===== src/rtl/inst_buffer.sv =====
// inst_buffer: DEPTH-entry in-order FIFO from fetch check to decode, emptied on any redirect.
// Optional zero-latency bypass of an empty buffer is enabled with `define INST_BUF_BYPASS_EN.
module inst_buffer #(
  parameter int DEPTH  = 8,
  parameter int ADDR_W = 3
) (
  input  logic              clk,
  input  logic              reset_n,
  input  logic              flush,
  input  logic              excp_flush,
  input  logic              ertn_flush,
  input  logic              in_valid,
  output logic              in_ready,
  input  logic [31:0]       in_pc,
  input  logic [31:0]       in_inst,
  input  logic              in_excp,
  input  logic [3:0]        in_excp_num,
  output logic              out_valid,
  input  logic              out_ready,
  output logic [31:0]       out_pc,
  output logic [31:0]       out_inst,
  output logic              out_excp,
  output logic [3:0]        out_excp_num,
  output logic [ADDR_W:0]   count
);

  localparam int ENTRY_W = 69;

  logic [ENTRY_W-1:0] mem [DEPTH];
  logic [ENTRY_W-1:0] head;
  logic [ENTRY_W-1:0] in_entry;
  logic [ADDR_W:0]    wr_ptr;
  logic [ADDR_W:0]    rd_ptr;
  logic               empty;
  logic               full;
  logic               kill;
  logic               push;
  logic               pop;
  logic               bypass;

  assign kill     = flush | excp_flush | ertn_flush;
  assign empty    = (wr_ptr == rd_ptr);
  assign full     = (wr_ptr[ADDR_W] != rd_ptr[ADDR_W]) &&
                    (wr_ptr[ADDR_W-1:0] == rd_ptr[ADDR_W-1:0]);
  assign in_ready = !full && !kill;
  assign in_entry = {in_pc, in_inst, in_excp, in_excp_num};
  assign head     = mem[rd_ptr[ADDR_W-1:0]];

`ifdef INST_BUF_BYPASS_EN
  // An empty buffer hands the incoming entry straight to decode instead of storing it.
  assign bypass = empty && in_valid && out_ready && !kill;
`else
  assign bypass = 1'b0;
`endif

  assign push  = in_valid && in_ready && !bypass;
  assign pop   = !empty && !kill && out_ready;
  assign count = wr_ptr - rd_ptr;

  always_comb begin
    out_valid = !empty && !kill;
    {out_pc, out_inst, out_excp, out_excp_num} = head;
    if (bypass) begin
      out_valid = 1'b1;
      {out_pc, out_inst, out_excp, out_excp_num} = in_entry;
    end
  end

  // A redirect abandons every buffered entry together with this cycle's push and pop.
  always_ff @(posedge clk or negedge reset_n) begin
    if (!reset_n) begin
      wr_ptr <= '0;
      rd_ptr <= '0;
    end else if (kill) begin
      wr_ptr <= '0;
      rd_ptr <= '0;
    end else begin
      if (push) wr_ptr <= wr_ptr + 1'b1;
      if (pop)  rd_ptr <= rd_ptr + 1'b1;
    end
  end

  always_ff @(posedge clk) begin
    if (push) mem[wr_ptr[ADDR_W-1:0]] <= in_entry;
  end

endmodule


===== config.mk =====
export PLATFORM = sky130hd
export DESIGN_NAME = inst_buffer
export DESIGN_NICKNAME = d
export VERILOG_FILES = /design/src/rtl/inst_buffer.sv
export SDC_FILE = /design/constraint.sdc
export NUM_CORES = 1
export LEC_CHECK = 0
export ABC_AREA = 0
export BUFFER_PORTS_ARGS = -buffer_cell sky130_fd_sc_hd__buf_2
export CAP_MARGIN = 0
export CORE_MARGIN = 3
export CORE_UTILIZATION = 55
export CTS_CLUSTER_SIZE = 30
export DETAILED_ROUTE_END_ITERATION = 16
export PLACE_DENSITY = 0.81
export RECOVER_POWER = 25
export SLEW_MARGIN = 20
export SYNTH_ARGS = -nofsm -noshare
export SYNTH_HDL_FRONTEND = slang
export SYNTH_SLANG_ARGS = --single-unit

===== constraint.sdc =====
create_clock -name clk -period 10.3 [get_ports clk]
set_input_delay 1.03 -clock clk [delete_from_list [all_inputs] [get_ports clk]]
set_output_delay 1.03 -clock clk [all_outputs]
set_load 0.01 [all_outputs]

==> impl_metrics.ini <==
[power_and_ir_drop]
clock_power_share = 0.422
power_density_mw_per_mm2 = 184
switching_power_mw = 0.849
p_comb_frac = 0.017
p_leak_nw = 7.87
internal_power_mw = 3.63
peakVddDrop_v = 0.000143
swShare = 0.190
p_seq_frac = 0.561

[timing]
drv_slew = 0
tightestPinTransition_ps = 1100
post-route-period-util = 0.507
setup_slack_ps = 5080
hold_violations = 0
clock_skew_ps = 17.3
final.min_clock_period_ps = 5220
finalSetupTns_ps = 0
rsz0062_at_grt = no
slew_headroom = 0.265
fmax_mhz = 192
finalSetupViolCount = 0

[routing]
wl_met1_um = 17100
drcViolationCount = 0
top_layer_used = met5
via_per_inst = 5.93
dr_wl_met3_um = 3550
drtIter0Drc = 993
first_pass_iters = 5
routedWlPerCell_um = 25.4
drtAntennaViolNets = 0
dr_wl_met2_um = 22500
vias = 10300
routed_wl_um = 44200

[yosys]
ys_async_sr_fraction = 0.0143
ys_ff_latch = 560
synth-edff-count = 552
syn_area_mm2 = 0.0213
synth_ff_type = edfxtp_1
synth-simple-area-share = 0.0418
synth_xor_xnor_area_share = 0.00410
synthDistinctLibCells = 28
netlist_instances = 1014
synth_compound_area_frac = 0.00299
synthAdderAreaFrac = 0.00387
synth_top_family_by_area = multiplexers
avgSynthCellArea_um2 = 21.0
synth_nets = 1096
muxShareOfSynthArea = 0.147
yosysWarnings = 0
yosysSeqAreaShare = 0.786

[grt]
grt_pass1_vias = 10800
overflow = 0
grt_antenna_before_repair = 4
grt_pass1_wl_um = 66900
grt_max_degree = 72
grt_usage = 0.217

[clock_tree]
clock_sinks = 560
holdBufCountCts = 0
clk_pin_slew_ps = 70
cts_max_level = 2
cts_setup_buffers = 0
cts_tree = built
post_cts_resized = 0
cts-root-buf = clkbuf_16
worstSkewPairLatency_ps = 570
clockBufferDepth = 3
cts_buffers = 52

[critical_path]
startpoint_type = register
worstSetupPathType = register to output pin
slowest_stage = dfrtp_4
cp.required_ps = 9270
crit_top_cell = nand2_1
cp_data_arrival_time_ps = 4190
r2r_cells = 7
path_cells = buf_6, buf_4, mux4_2, nand2_1, nand2_1, buf_2
max_stage_delay_ps = 1060
cp_max_fo = 56
cp-end-kind = output pin

[placement]
port_buffers = 150
dp_hpwl_um = 23100
pre_cts_ws_ps = 5210
dp_cells = 1641
gp_congestion = 0.724

[cells_and_area]
synthToLayoutAreaGrowth_pct = 13.9
nFillCells = 2472
drive_above_1_share = 0.282
nNetsFinal = 1267
final_cells = 1742

[die]
std_cell_rows = 71
die_x_um = 203
die_h_um = 203
start_util = 0.563
io_pins = 151
core-area_mm2 = 0.0379
die_area_mm2 = 0.0412

[job]
max_cap_violations = 0

[hold_path]
hp-class = primary input to asynchronous set/reset pin

[run_status]
status = finished, final reports clean
==> worst paths after layout <==
path	startpoint	endpoint	slack, ps
max	rd_ptr[0]	out_pc[15]	5080
min	reset_n	wr_ptr[2]	400
max reg2reg	rd_ptr[2]	mem[1][42]	5890
min reg2reg	wr_ptr[3]	wr_ptr[3]	630
max in group asynchronous	reset_n	rd_ptr[2]	9520
min in group clk	wr_ptr[3]	wr_ptr[3]	630
==> kinds of logic after synthesis <==
kind of cell	Yosys count
buf+inv	55
simple gates	233
mux	140
xor+xnor	10
fa+ha+maj	6
flops	560
compound gates	10
==> power groups by stage <==
stage          Clock [mW]  Combinational, mW  Sequential, mW
6_report             1.89             0.0741            2.51
5_1_grt              2.01             0.0814            2.51
4_1_cts              1.92             0.0770            2.51
3_5_place_dp            0             0.0761            2.56
3_3_place_gp            0             0.0710            2.56
2_1_floorplan           0             0.0222            2.56
==> cell type report <==
type	instances	area, um^2	share of cell area
clock buffer	63	1360	0.0561
antenna	3	7.51	0.000309
multi-input combinational	399	4310	0.177
inverter	7	27.5	0.00113
tap	511	639	0.0263
sequential	560	16800	0.690
timing repair buffer	165	855	0.0351
clock inverter	34	327	0.0134
==> registers in the layout, summed over array words and instances (netlist names) <==
name    count
mem       552
rd_ptr      4
wr_ptr      4
==> cells in the mapped netlist (2+ instances only) <==
master / number / area (um^2)
mux4_2: 138 / 3110
o211ai_1: 2 / 15.0
buf_2: 18 / 90.1
buf_1: 7 / 26.3
buf_6: 11 / 124
nor3_1: 2 / 10.0
o21ai_0: 2 / 10.0
nor2_1: 14 / 52.6
xor2_1: 3 / 26.3
nand2_1: 210 / 788
mux2i_1: 2 / 20.0
inv_1: 6 / 22.5
clkbuf_1: 12 / 45.0
a21oi_1: 3 / 15.0
ha_1: 5 / 62.6
edfxtp_1: 552 / 16600
nand3_1: 3 / 15.0
dfrtp_1: 8 / 200
xnor2_1: 7 / 61.3
==> worst max-delay path, delay by kind of cell (launching register included) <==
family                 cells  cell delay [ps]
buffers and inverters      3             1610
DFF                        1             1060
muxes                      1              600
and+or+nand+nor            2              220
==> per-layer routing <==
| metal | vias up | global-route usage |
|---|---|---|
| met3 | 78 | 0.0418 |
| met1 | 5312 | 0.301 |
| met5 | - | 0 |
| li1 | 4398 | - |
| met2 | 535 | 0.359 |
| met4 | 2 | 0.0611 |
==> metrics by stage <==
stage	power, mW	cell area, um^2	utilization	hold slack (ps)
final	4.47	24300	0.641	397
after detailed placement	2.63	22600	0.597	604
after floorplan	2.58	21300	-	566
after CTS	4.51	24300	0.641	284
after global routing	4.60	24300	0.641	414
after global placement	2.63	22600	0.596	590
==> cells in the final DEF (no fill, tap or decap) <==
cell | Yosys | final
edfxtp_1 | 552 | 552
nand2_1 | 210 | 210
mux4_2 | 138 | 138
buf_2 | 18 | 105
clkbuf_1 | 12 | 55
clkbuf_16 | 0 | 53
clkinv_1 | 0 | 12
buf_4 | 0 | 11
clkinv_2 | 0 | 10
nor2_1 | 14 | 8
xnor2_1 | 7 | 7
inv_1 | 6 | 6
nor2_4 | 0 | 6
bufinv_16 | 0 | 6
ha_1 | 5 | 5
dfrtp_1 | 8 | 5
clkinvlp_4 | 0 | 4
diode_2 | 0 | 3
a21oi_1 | 3 | 3
xor2_1 | 3 | 3
nand3_1 | 3 | 3
dfrtp_4 | 0 | 3
nor3_2 | 0 | 2
o21ai_0 | 2 | 2
o211ai_1 | 2 | 2
mux2i_1 | 2 | 2
inv_6 | 0 | 2
buf_16 | 0 | 2
buf_6 | 11 | 2
a21o_1 | 1 | 1
and3_1 | 1 | 1
or3_1 | 1 | 1
a21oi_2 | 1 | 1
nand3b_1 | 1 | 1
nand4_1 | 1 | 1
a211oi_1 | 1 | 1
fa_1 | 1 | 1
clkinv_4 | 0 | 1
Power figures use the tool's default switching activity.
